<file path="src/rtl/vga_frame_streamer_pkg.sv">
// Shared timing defaults for the VGA frame streamer and a helper that derives
// line/frame totals and the number of words fetched per displayed frame.
package vga_stream_pkg;

  localparam int DEF_H_ACTIVE   = 640;
  localparam int DEF_H_FP       = 16;
  localparam int DEF_H_SYNC     = 96;
  localparam int DEF_H_BP       = 48;
  localparam int DEF_V_ACTIVE   = 480;
  localparam int DEF_V_FP       = 10;
  localparam int DEF_V_SYNC     = 2;
  localparam int DEF_V_BP       = 33;
  localparam int DEF_HS_POL     = 0;
  localparam int DEF_VS_POL     = 0;
  localparam int DEF_WORD_W     = 32;
  localparam int DEF_FIFO_DEPTH = 4;
  localparam int DEF_REPEAT_NUM = 2;
  localparam int DEF_PICT_NUM   = 6;

  typedef struct packed {
    logic [31:0] h_total;
    logic [31:0] v_total;
    logic [31:0] wpf;
  } frame_dims_t;

  function automatic frame_dims_t calc_dims(input int h_active, input int h_fp,
                                            input int h_sync, input int h_bp,
                                            input int v_active, input int v_fp,
                                            input int v_sync, input int v_bp,
                                            input int word_w);
    frame_dims_t d;
    d.h_total = 32'(h_active + h_fp + h_sync + h_bp);
    d.v_total = 32'(v_active + v_fp + v_sync + v_bp);
    d.wpf     = 32'((h_active / word_w) * v_active);
    return d;
  endfunction

endpackage

</file>
<file path="src/rtl/vga_frame_streamer_stream_fifo.sv">
// Small synchronous first-word-fall-through FIFO; rdata shows the head entry.
// Pops on empty and pushes on full without a same-cycle pop are ignored.
module stream_fifo #(
  parameter int WIDTH = 32,
  parameter int DEPTH = 4
) (
  input  logic                     clk,
  input  logic                     rst,
  input  logic                     push,
  input  logic                     pop,
  input  logic [WIDTH-1:0]         wdata,
  output logic [WIDTH-1:0]         rdata,
  output logic                     full,
  output logic                     empty,
  output logic [$clog2(DEPTH):0]   count
);

  localparam int AW = $clog2(DEPTH);
  localparam logic [AW:0] DEPTH_C = (AW + 1)'(DEPTH);

  logic [WIDTH-1:0] mem_r [DEPTH];
  logic [AW-1:0]    wr_ptr_r;
  logic [AW-1:0]    rd_ptr_r;
  logic [AW:0]      count_r;
  logic             do_push_s;
  logic             do_pop_s;

  // Qualify requests against the current fill level.
  always_comb begin
    do_pop_s  = pop && (count_r != {(AW + 1){1'b0}});
    do_push_s = push && ((count_r != DEPTH_C) || do_pop_s);
  end

  // Pointer and level state; reset flushes the contents.
  always_ff @(posedge clk or negedge rst) begin
    if (!rst) begin
      wr_ptr_r <= {AW{1'b0}};
      rd_ptr_r <= {AW{1'b0}};
      count_r  <= {(AW + 1){1'b0}};
    end else begin
      if (do_push_s) wr_ptr_r <= wr_ptr_r + AW'(1);
      if (do_pop_s)  rd_ptr_r <= rd_ptr_r + AW'(1);
      case ({do_push_s, do_pop_s})
        2'b10:   count_r <= count_r + (AW + 1)'(1);
        2'b01:   count_r <= count_r - (AW + 1)'(1);
        default: count_r <= count_r;
      endcase
    end
  end

  // Storage array.
  always_ff @(posedge clk) begin
    if (do_push_s) mem_r[wr_ptr_r] <= wdata;
  end

  assign rdata = mem_r[rd_ptr_r];
  assign full  = (count_r == DEPTH_C);
  assign empty = (count_r == {(AW + 1){1'b0}});
  assign count = count_r;

endmodule

</file>
<file path="src/rtl/vga_frame_streamer.sv">
// Configurable VGA timing generator streaming 1-bpp words from a CPU feeder
// through a prefetch FIFO, with blanked repeat scans and a picture sequencer.
module vga_frame_streamer
  import vga_stream_pkg::*;
#(
  parameter int H_ACTIVE   = DEF_H_ACTIVE,
  parameter int H_FP       = DEF_H_FP,
  parameter int H_SYNC     = DEF_H_SYNC,
  parameter int H_BP       = DEF_H_BP,
  parameter int V_ACTIVE   = DEF_V_ACTIVE,
  parameter int V_FP       = DEF_V_FP,
  parameter int V_SYNC     = DEF_V_SYNC,
  parameter int V_BP       = DEF_V_BP,
  parameter int HS_POL     = DEF_HS_POL,
  parameter int VS_POL     = DEF_VS_POL,
  parameter int WORD_W     = DEF_WORD_W,
  parameter int FIFO_DEPTH = DEF_FIFO_DEPTH,
  parameter int REPEAT_NUM = DEF_REPEAT_NUM,
  parameter int PICT_NUM   = DEF_PICT_NUM
) (
  input  logic                        clk,
  input  logic                        rst,
  input  logic                        in_valid,
  input  logic [WORD_W-1:0]           in_data,
  output logic                        in_ready,
  output logic                        hs,
  output logic                        vs,
  output logic                        de,
  output logic                        pixel,
  output logic [WORD_W-1:0]           o_data,
  output logic                        intr,
  output logic                        restart,
  output logic [$clog2(PICT_NUM)-1:0] pict_idx,
  output logic                        underflow
);

  localparam frame_dims_t DIMS = calc_dims(H_ACTIVE, H_FP, H_SYNC, H_BP,
                                           V_ACTIVE, V_FP, V_SYNC, V_BP, WORD_W);
  localparam int H_TOTAL = int'(DIMS.h_total);
  localparam int V_TOTAL = int'(DIMS.v_total);
  localparam int WPF     = int'(DIMS.wpf);
  localparam int HW      = $clog2(H_TOTAL + 1);
  localparam int VW      = $clog2(V_TOTAL + 1);
  localparam int FW      = $clog2(WPF + 1);
  localparam int RW      = (REPEAT_NUM > 1) ? $clog2(REPEAT_NUM) : 1;
  localparam int PW      = $clog2(PICT_NUM);
  localparam int CW      = $clog2(FIFO_DEPTH) + 1;

  localparam logic [HW-1:0] H_LAST    = HW'(H_TOTAL - 1);
  localparam logic [HW-1:0] H_ACT     = HW'(H_ACTIVE);
  localparam logic [HW-1:0] HS_BEGIN  = HW'(H_ACTIVE + H_FP);
  localparam logic [HW-1:0] HS_END    = HW'(H_ACTIVE + H_FP + H_SYNC);
  localparam logic [HW-1:0] H_WORD    = HW'(WORD_W);
  localparam logic [VW-1:0] V_LAST    = VW'(V_TOTAL - 1);
  localparam logic [VW-1:0] V_ACT     = VW'(V_ACTIVE);
  localparam logic [VW-1:0] VS_BEGIN  = VW'(V_ACTIVE + V_FP);
  localparam logic [VW-1:0] VS_END    = VW'(V_ACTIVE + V_FP + V_SYNC);
  localparam logic [FW-1:0] WPF_C     = FW'(WPF);
  localparam logic [RW-1:0] REP_LAST  = RW'(REPEAT_NUM - 1);
  localparam logic [PW-1:0] PICT_LAST = PW'(PICT_NUM - 1);
  localparam logic          HS_ON     = 1'(HS_POL);
  localparam logic          VS_ON     = 1'(VS_POL);

  logic [HW-1:0]     h_cnt_r;
  logic [VW-1:0]     v_cnt_r;
  logic [RW-1:0]     rep_cnt_r;
  logic [PW-1:0]     pict_idx_r;
  logic [FW-1:0]     wf_r;
  logic              boot_r, intr_r, restart_r, underflow_r;
  logic              hs_r, vs_r, de_r, pixel_r;
  logic [WORD_W-1:0] o_data_r, shift_r;

  logic              h_last_s, v_last_s, active_s, disp_s, word_start_s;
  logic              slot_s, pop_s, starve_s, fetch_open_s, frame_top_s, push_s;
  logic [WORD_W-1:0] next_word_s, fifo_rdata_s;
  logic              fifo_full_s, fifo_empty_s;
  logic [CW-1:0]     unused_fifo_count_s;

  stream_fifo #(.WIDTH(WORD_W), .DEPTH(FIFO_DEPTH)) u_fifo (
    .clk   (clk),
    .rst   (rst),
    .push  (push_s),
    .pop   (pop_s),
    .wdata (in_data),
    .rdata (fifo_rdata_s),
    .full  (fifo_full_s),
    .empty (fifo_empty_s),
    .count (unused_fifo_count_s)
  );

  // Decode counter position into display, pop and fetch-window events.
  always_comb begin
    h_last_s     = (h_cnt_r == H_LAST);
    v_last_s     = (v_cnt_r == V_LAST);
    active_s     = (h_cnt_r < H_ACT) && (v_cnt_r < V_ACT);
    disp_s       = (rep_cnt_r == {RW{1'b0}});
    word_start_s = ((h_cnt_r % H_WORD) == {HW{1'b0}});
    slot_s       = active_s && disp_s && word_start_s;
    pop_s        = slot_s && !fifo_empty_s;
    starve_s     = slot_s && fifo_empty_s;
    frame_top_s  = (h_cnt_r == {HW{1'b0}}) && (v_cnt_r == {VW{1'b0}}) && disp_s;
    fetch_open_s = (h_cnt_r == {HW{1'b0}}) && (v_cnt_r == V_ACT) && (rep_cnt_r == REP_LAST);
    if (pop_s) next_word_s = fifo_rdata_s;
    else       next_word_s = {WORD_W{1'b0}};
  end

  assign in_ready = !fifo_full_s && (wf_r < WPF_C);
  assign push_s   = in_valid && in_ready;

  // Pixel/line counters.
  always_ff @(posedge clk or negedge rst) begin
    if (!rst) begin
      h_cnt_r <= {HW{1'b0}};
      v_cnt_r <= {VW{1'b0}};
    end else if (h_last_s) begin
      h_cnt_r <= {HW{1'b0}};
      v_cnt_r <= v_last_s ? {VW{1'b0}} : v_cnt_r + VW'(1);
    end else begin
      h_cnt_r <= h_cnt_r + HW'(1);
    end
  end

  // Repeat scan and picture sequencing at the last pixel of each frame.
  always_ff @(posedge clk or negedge rst) begin
    if (!rst) begin
      rep_cnt_r  <= {RW{1'b0}};
      pict_idx_r <= {PW{1'b0}};
      restart_r  <= 1'b0;
    end else if (h_last_s && v_last_s) begin
      if (rep_cnt_r == REP_LAST) begin
        rep_cnt_r <= {RW{1'b0}};
        if (pict_idx_r == PICT_LAST) begin
          pict_idx_r <= {PW{1'b0}};
          restart_r  <= 1'b1;
        end else begin
          pict_idx_r <= pict_idx_r + PW'(1);
          restart_r  <= 1'b0;
        end
      end else begin
        rep_cnt_r <= rep_cnt_r + RW'(1);
        restart_r <= 1'b0;
      end
    end else begin
      restart_r <= 1'b0;
    end
  end

  // Fetch window: a late word accepted as the window reopens counts toward the next frame.
  always_ff @(posedge clk or negedge rst) begin
    if (!rst) begin
      boot_r <= 1'b1;
      intr_r <= 1'b0;
      wf_r   <= {FW{1'b0}};
    end else begin
      boot_r <= 1'b0;
      intr_r <= boot_r || fetch_open_s;
      if (fetch_open_s)  wf_r <= push_s ? FW'(1) : {FW{1'b0}};
      else if (push_s)   wf_r <= wf_r + FW'(1);
      else               wf_r <= wf_r;
    end
  end

  // Registered video outputs, one cycle behind the counters.
  always_ff @(posedge clk or negedge rst) begin
    if (!rst) begin
      hs_r        <= ~HS_ON;
      vs_r        <= ~VS_ON;
      de_r        <= 1'b0;
      pixel_r     <= 1'b0;
      o_data_r    <= {WORD_W{1'b0}};
      shift_r     <= {WORD_W{1'b0}};
      underflow_r <= 1'b0;
    end else begin
      hs_r <= ((h_cnt_r >= HS_BEGIN) && (h_cnt_r < HS_END)) ? HS_ON : ~HS_ON;
      vs_r <= ((v_cnt_r >= VS_BEGIN) && (v_cnt_r < VS_END)) ? VS_ON : ~VS_ON;
      de_r <= active_s;
      if (active_s && disp_s) begin
        if (word_start_s) begin
          pixel_r  <= next_word_s[WORD_W-1];
          shift_r  <= next_word_s << 1;
          o_data_r <= next_word_s;
        end else begin
          pixel_r  <= shift_r[WORD_W-1];
          shift_r  <= shift_r << 1;
        end
      end else begin
        pixel_r  <= 1'b0;
        shift_r  <= {WORD_W{1'b0}};
        o_data_r <= {WORD_W{1'b0}};
      end
      if (starve_s)         underflow_r <= 1'b1;
      else if (frame_top_s) underflow_r <= 1'b0;
      else                  underflow_r <= underflow_r;
    end
  end

  assign hs        = hs_r;
  assign vs        = vs_r;
  assign de        = de_r;
  assign pixel     = pixel_r;
  assign o_data    = o_data_r;
  assign intr      = intr_r;
  assign restart   = restart_r;
  assign pict_idx  = pict_idx_r;
  assign underflow = underflow_r;

endmodule

</file>
<file path="config.mk">
export PLATFORM = sky130hd
export DESIGN_NAME = vga_frame_streamer
export DESIGN_NICKNAME = d
export VERILOG_FILES = /design/src/rtl/vga_frame_streamer_pkg.sv /design/src/rtl/vga_frame_streamer_stream_fifo.sv /design/src/rtl/vga_frame_streamer.sv
export SDC_FILE = /design/constraint.sdc
export NUM_CORES = 1
export LEC_CHECK = 0
export ABC_AREA = 0
export CORE_MARGIN = 5
export CORE_UTILIZATION = 38
export DETAILED_ROUTE_END_ITERATION = 10
export SLEW_MARGIN = 0
export SYNTH_ARGS = -nofsm -noshare
export SYNTH_HDL_FRONTEND = slang
export SYNTH_SLANG_ARGS = --single-unit
</file>
<file path="constraint.sdc">
create_clock -name clk -period 8.4 [get_ports clk]
set_input_delay 2.52 -clock clk [delete_from_list [all_inputs] [get_ports clk]]
set_output_delay 2.52 -clock clk [all_outputs]
set_load 0.05 [all_outputs]
</file>
# Word level (Yosys, flattened, before mapping)
# Memory sizes are Yosys's and may differ from the RTL's.
# Cells that the tools add are included.
[classes]
add_sub_neg = 9
magnitude_cmp = 7
bitwise = 1
mux = 24
reduce_logical = 29
eq_ne = 9
[ops]
columns = ["op", "count"]
rows = [
  ["$mux 32", 5],
  ["$logic_not 10->1", 3],
  ["$mux 14", 2],
  ["$add 10x1->10 const B", 2],
  ["$eq 10x10->1 const B", 2],
  ["$lt 10x10->1 const B", 2],
  ["$lt 10x9->1 const B", 2],
  ["$mux 10", 2],
  ["$logic_and 1x1->1", 16],
  ["$add 14x1->14 const B", 1],
  ["$lt 14x14->1 const B", 1],
  ["$mux 1", 13],
  ["$eq 10x9->1 const B", 1],
  ["$ge 10x10->1 const B", 1],
  ["$ge 10x9->1 const B", 1],
  ["$add 3x1->3 const B", 2],
  ["$eq 3x3->1 const B", 2],
  ["$pmux 3 s2", 1],
  ["$reduce_bool 2->1", 3],
  ["$add 2x1->2 const B", 2],
  ["$logic_not 3->1", 1],
  ["$mux 3", 1],
  ["$ne 3x3->1 const B", 1],
  ["$reduce_bool 3->1", 1],
  ["other kinds (9)", 11],
]
[word_totals]
ram_bits = 128
input_bits = 35
reg_bits = 117
wordCells = 98
n_memories = 1
output_inout_bits = 43
[memory_table]
columns = ["memory", "words", "width", "read_ports", "rd_clocked_by_memory_dff", "write_ports", "line", "text"]
rows = [
  ["u_fifo.mem_r", 4, 32, 1, 0, 1, "vga_frame_streamer_stream_fifo.sv:21", "logic [WIDTH-1:0] mem_r [DEPTH];"],
]

# Logic depth before layout (Yosys ltp)
# Gate-level depths: netlist of run 1.
[depth]
ltp_word = 10
mapped_depth = 12
mapped_depth_nobuf = 11

# Cells and area by module
# A second synthesis of run 1 with hierarchy kept.
[unflattened]
cells_unflattened = 579
area_unflattened_um2 = 9598.0
[by_module_without_submodules]
columns = ["mod", "n_inst", "area_each_um2", "seq_area_each_um2", "cells_each"]
rows = [
  ["stream_fifo", 1, 5044.8, 4018.9, 206],
  ["vga_frame_streamer", 1, 4553.1, 2731.4, 373],
]

# Worst setup path after synthesis of run 1
# No wires, ideal clock.
[synth_path]
kind = "in2reg"
from = "input in_valid"
to = "memory u_fifo.mem_r[0][0], enable pin"
required_ns = 7.979
path_stages = 4
arrival_ns = 4.335
path_buffers = 2
setup_ns = 0.421
setup_slack_ns = 3.644
path_cell_list = "o211ai_2 > buf_4 > buf_4 > nor2_1"
[synth_via]
elab_chain_len = 4
[synth_lines]
columns = ["item", "line", "text"]
rows = [
  ["from (decl)", "vga_frame_streamer.sv:23", "input logic in_valid,"],
  ["$logic_and 1x1->1", "vga_frame_streamer.sv:108", "assign push_s = in_valid && in_ready;"],
  ["$logic_and 1x1->1", "vga_frame_streamer_stream_fifo.sv:31", "do_push_s = push && ((count_r != DEPTH_C) || do_pop_s);"],
  ["$mux 1", "vga_frame_streamer_stream_fifo.sv:53", "if (do_push_s) mem_r[wr_ptr_r] <= wdata;"],
  ["$mux 1 (not written as such)", "vga_frame_streamer_stream_fifo.sv:53", ""],
  ["to (decl)", "vga_frame_streamer_stream_fifo.sv:21", ""],
]
# No other way between the ends.

# Worst setup path after layout of run 1
[layout_path]
from = "register wf_r[11]"
to = "output in_ready"
[layout_via]
elab_chain_len = 2
[layout_lines]
columns = ["item", "line", "text"]
rows = [
  ["from (decl)", "vga_frame_streamer.sv:68", "logic [FW-1:0] wf_r;"],
  ["from (signal assigned)", "vga_frame_streamer.sv:153", "wf_r <= {FW{1'b0}};"],
  ["from (signal assigned)", "vga_frame_streamer.sv:157", "if (fetch_open_s) wf_r <= push_s ? FW'(1) : {FW{1'b0}};"],
  ["from (signal assigned)", "vga_frame_streamer.sv:158", "else if (push_s) wf_r <= wf_r + FW'(1);"],
  ["$lt 14x14->1", "vga_frame_streamer.sv:107", "assign in_ready = !fifo_full_s && (wf_r < WPF_C);"],
  ["$logic_and 1x1->1", "vga_frame_streamer.sv:107", ""],
  ["to (decl)", "vga_frame_streamer.sv:25", "output logic in_ready,"],
]
# No other way between the ends.

==> run summary, run 1 <==
Status - finished, final reports clean
Post-cts resize count - 0
Mapped Cells - 604
Root buffer cell - clkbuf_16
# setup viols final - 0
Delay-heaviest family, CP - buffers and inverters
Initial DRC count - 328
Clk pin slew, worst setup/hold paths - 0.06 ns
Post-synth net total - 650
Final Slew Violations - 0
Diode count - 0
Crit Path Max Fanout - 5
Hold crit path type - register to register
Drt pass-1 iters - 4
Share of layout cells above drive strength 1 - 0.1570
Initial Utilization - 0.3873
Fill cell count - 2208
Finished Cell Area - 11820 sq um
Post-synth EDFFs - 128
Dominant cell type by area after synthesis - edfxtp_1
Antenna Nets Post-Route - 0
Largest net degree at the start of global routing - 64
Leak - 0.004708 uW
Layout area overhead - 20.84%
Area of the die - 29050 sq um
List of most frequent post-synthesis cells - edfxtp_1, dfrtp_1, a21o_1
Most common cell in the netlist - edfxtp_1
Hold Violations, Final - 0
Minimum clock period - 4.996 ns
Worst setup path category - register to output port
Initial antenna violation count - 0
Max IR drop VDD - 0.1937 mV
Synthesized flop and latch total - 244
Crit path required time - 5.88 ns
Port bufs - 77
RSZ-0062 raised after global routing - false
Adder-Cell Fraction of Synth Area - 0.01484
DR vias/cell - 5.265
Synth unique cells - 54
CP Launch Type - register
Worst Max-Slew Pin Slew - 1.055 ns
Die width - 170.4 um
XOR/XNOR Fraction of Synth Area - 0.01701
Cell Pwr Density - 306.8 nW/um^2
Worst path buffer plus inverter count - 1
Crit-path slowest cell - clkdlybuf4s50_1
Die height - 170.4 um
Number of global-route vias before repair - 5945
Maximum clock insertion buffer count - 3
Post-synth top flop - edfxtp_1
Syn_area_per_cell - 16.20 sq um
Top Ports - 78
Worst path arrival time - 2.48 ns
Ordered list of cells on the worst path - o31ai_1 > nor2_1 > nor2b_1 > clkdlybuf4s50_1
Top post-synthesis cells by area - edfxtp_1, dfrtp_1, mux4_2, a21o_1, nor4b_1
Largest family of logic cells by synthesized area - simple AND/OR/NAND/NOR gates
Layout Nets - 732
Ys async rst share - 0.4754
Routed via count - 5460
DP HPWL - 12210 um
# rows - 58
Placed Area - 10910 sq um
Yosys warnings - 0
CTS tree - yes
Post-synthesis sequential area ratio - 0.6901
DRC Markers - 0
Highest Clock Rate - 0.2001 GHz
Clock Skew - 0.01121 ns
Largest stage delay on the critical path - 0.81 ns
Mux cell area share after synthesis - 0.07815
# Post-CTS Setup Buffers - 0
H-Tree Depth - 1
Max_cap viols - 0
Max_slew headroom - 0.2950
Later-pin clock latency in the skew report - 0.54 ns
Area of the core - 25250 sq um
Yosys top cell area share - 0.3929
First-pass GRT wire length - 32370 um
Cts hold-fix bufs - 0
Synth Area in Simple Gates - 0.09606
CP Capture Type - output port
TritonCTS Sinks - 244
Post-synthesis compound-gate area fraction - 0.08097
Syn Std Cell Area - 9782 sq um
Final WL - 19720 um
Total Routing Usage GR - 0.1389
RePlAce Congestion - 0.7761
WL/cell - 19.01 um
TNS Setup - 0 ns
Grt total ovfl - 0
Tcrit/Tclk final - 0.5948
CTS Buf Count - 27
-- cell usage in the layout (no fill, tap or decap), types with 10 or more instances in the layout --
cell and n:
nand3_1 16, dfrtp_1 112, edfxtp_1 128, a21o_1 64
xor2_1 10, a21oi_1 12, clkbuf_16 27, nor2_1 13
nor4b_1 34, o21ai_0 13, mux4_2 32, nand2_1 10
clkdlybuf4s50_1 76, ha_1 10, inv_1 18
-- sequential cells by signal, indices dropped and copies added, names as in the netlist, 3 cells and up --
signal	cells
u_fifo.mem_r	128
o_data	32
shift_r	31
wf_r	14
h_cnt_r	10
v_cnt_r	10
pict_idx	3
u_fifo.count	3
-- stage by stage --
stage / worst slack (ns) / instances / hold slack, ns / total power, uW / util
5_1_grt: 3.264 / 1037 / 0.4624 / 3798 / 0.4680
6_report: 3.404 / 1037 / 0.4520 / 3626 / 0.4680
3_5_place_dp: 3.711 / 987 / 0.4313 / 2477 / 0.4319
3_3_place_gp: 3.768 / 987 / 0.4314 / 2452 / 0.4319
2_1_floorplan: 3.644 / 604 / 0.4259 / 2185 / -
4_1_cts: 3.363 / 1037 / 0.4478 / 3680 / 0.4680
-- power breakdown --
part           internal, uW  switching [uW]  leakage (uW)  total (uW)
Combinational           333             497       0.00163         830
Sequential             1510            93.4       0.00263        1610
Clock                   717             474      0.000446        1190
Total                  2560            1060       0.00471        3630
-- area by class of cell --
class | instances | area, sq um | area share
clock buffers | 36 | 739.5 | 0.06256
well taps | 330 | 412.9 | 0.03493
repair buffers | 84 | 820.8 | 0.06944
multi-input cells | 311 | 2855 | 0.2416
flip-flops and latches | 244 | 6751 | 0.5712
clock inverters | 14 | 172.7 | 0.01461
inverters | 18 | 67.56 | 0.005716
-- layer usage --
metal  track usage  vias up  part of all wire
met1        0.1815     2833              0.43
met5             0        -                 0
met4       0.03160        0             0.018
met3       0.02764       27             0.045
met2        0.2411      108              0.51
li1              -     2492                 -
-- cell families after synthesis --
family / Yosys count
mux: 36
other cells: 1
compound gates: 109
fa+ha+maj: 11
xor+xnor: 19
buf+inv: 49
simple gates: 135
flops: 244
-- final timing paths --
kind	from	end	slack, ns	cells after the start
setup / recovery	wf_r[11]	in_ready	3.40	4
hold / removal	shift_r[5]	shift_r[6]	0.45	1
setup reg to reg	h_cnt_r[0]	u_fifo.count[2]	5.05	11
hold reg to reg	shift_r[5]	shift_r[6]	0.45	1
max in group asynchronous	rst	shift_r[29]	5.05	2
min in group asynchronous	rst	h_cnt_r[8]	2.03	1
Note: power is estimated with default switching activity, not from simulation.
==> run 2: changes to the inputs <==
- clock period: 8.4 -> 4.9 ns (I/O delays scaled with it)
==> run summary, run 2 (same netlist as run 1, synthesis figures left out) <==
RePlAce Congestion - 0.7763
Fill cell count - 2174
Routed via count - 5555
Die height - 170.4 um
CTS tree - yes
Reg-to-reg endpoint - u_fifo.count[2]
Largest net degree at the start of global routing - 65
Max_slew headroom - 0.3717
Max IR drop VDD - 0.2850 mV
Area of the die - 29050 sq um
Status - finished, final reports clean
Commonest cells after routing, fill and taps aside - edfxtp_1, dfrtp_1, clkdlybuf4s50_1, a21o_1, nor4b_1
Minimum clock period - 3.975 ns
Top Ports - 78
Antenna Nets Post-Route - 0
Tcrit/Tclk final - 0.8112
Placed Area - 10960 sq um
DR vias/cell - 5.352
Initial Utilization - 0.3873
Crit path required time - 3.43 ns
Clock Skew - 0.01043 ns
Commonest non-fill, non-tap cell in the layout - edfxtp_1
RSZ-0062 raised after global routing - false
Grt total ovfl - 0
# setup viols final - 0
Drt pass-1 iters - 5
Share of layout cells above drive strength 1 - 0.1540
Later-pin clock latency in the skew report - 0.53 ns
TNS Setup - 0 ns
Worst Max-Slew Pin Slew - 0.9397 ns
Final Slew Violations - 0
Leak - 0.004694 uW
Delay-heaviest family, CP - buffers and inverters
Finished Cell Area - 11770 sq um
Cell Pwr Density - 517.1 nW/um^2
Overall Power - 6086 uW
Area of the multi-input gates - 2855 sq um
Hold crit path type - register to register
Worst r2r src - h_cnt_r[0]
First-pass GRT wire length - 32940 um
Crit-path slowest cell - clkdlybuf4s50_1
Hold WS - 0.4447 ns
Cts hold-fix bufs - 0
DRC Markers - 0
Largest stage delay on the critical path - 0.81 ns
Top reg by flops - u_fifo.mem_r
Final setup margin - 0.9253 ns
Port bufs - 77
Layout Nets - 735
TritonCTS Sinks - 244
Area of the core - 25250 sq um
Initial DRC count - 394
Cell depth of the worst min-delay path - 1
Hold EP - shift_r[24]
Worst path arrival time - 2.50 ns
Ordered list of cells on the worst path - o31ai_1 > nor2_1 > nor2b_1 > clkdlybuf4s50_1
Worst setup path category - register to output port
Diode count - 0
CTS Buf Count - 25
Number of global-route vias before repair - 5905
H-Tree Depth - 1
Post-cts resize count - 0
# rows - 58
Max_cap viols - 0
Die width - 170.4 um
Largest register FFs - 128
Initial antenna violation count - 1
R2R depth - 12
CP Launch Type - register
Clk pin slew, worst setup/hold paths - 0.06 ns
FF/Latch Area - 6751 sq um
Min-Delay Startpoint - shift_r[23]
Total Routing Usage GR - 0.1421
Layout area overhead - 20.32%
CP Capture Type - output port
Pre-CTS setup slack - 1.096 ns
Root buffer cell - clkbuf_16
Crit Path Max Fanout - 5
Reg2reg setup slack - 1.80 ns
Worst path buffer plus inverter count - 1
Highest Clock Rate - 0.2516 GHz
# Post-CTS Setup Buffers - 0
WL/cell - 19.54 um
Hold Violations, Final - 0
Final WL - 20280 um
DP HPWL - 13030 um
Maximum clock insertion buffer count - 3
==> run 2: final cells by class <==
type                            count  area share
Clock buffer                       26     0.05347
Clock inverter                     20     0.01552
Inverter                           18    0.005740
Multi-Input combinational cell    311      0.2426
Sequential cell                   244      0.5736
Tap cell                          330     0.03508
Timing Repair Buffer               89     0.07399
==> run 2: how the worst max path moves through the flow <==
stage | slack (ns) | start | cells after the start | to
floorplan | 1.19 | in_valid | 4 | u_fifo.mem_r[0][0]
global placement | 1.23 | in_valid | 4 | u_fifo.mem_r[2][13]
detailed placement | 1.10 | in_valid | 4 | u_fifo.mem_r[1][14]
CTS | 0.88 | wf_r[12] | 4 | in_ready
global route | 0.79 | wf_r[12] | 4 | in_ready
finish | 0.93 | wf_r[12] | 4 | in_ready
==> run 2: layer usage <==
| metal | up-vias | global-route usage | part of all wire |
|---|---|---|---|
| li1 | 2498 | - | - |
| met1 | 2885 | 0.1921 | 0.43 |
| met2 | 130 | 0.2376 | 0.50 |
| met3 | 40 | 0.02555 | 0.049 |
| met4 | 2 | 0.03958 | 0.025 |
| met5 | - | 0 | 0.00064 |
==> run 2: stage by stage <==
| stage | util | instances |
|---|---|---|
| 6_report | 0.4661 | 1038 |
| 5_1_grt | 0.4661 | 1038 |
| 4_1_cts | 0.4661 | 1038 |
| 3_5_place_dp | 0.4339 | 992 |
| 3_3_place_gp | 0.4339 | 992 |
| 2_1_floorplan | - | 604 |
==> run 2: power by group <==
group / switching [uW] / internal, uW / leakage (uW)
Combinational: 827 / 585 / 0.00166
Clock: 788 / 1090 / 0.000402
Sequential: 205 / 2590 / 0.00263
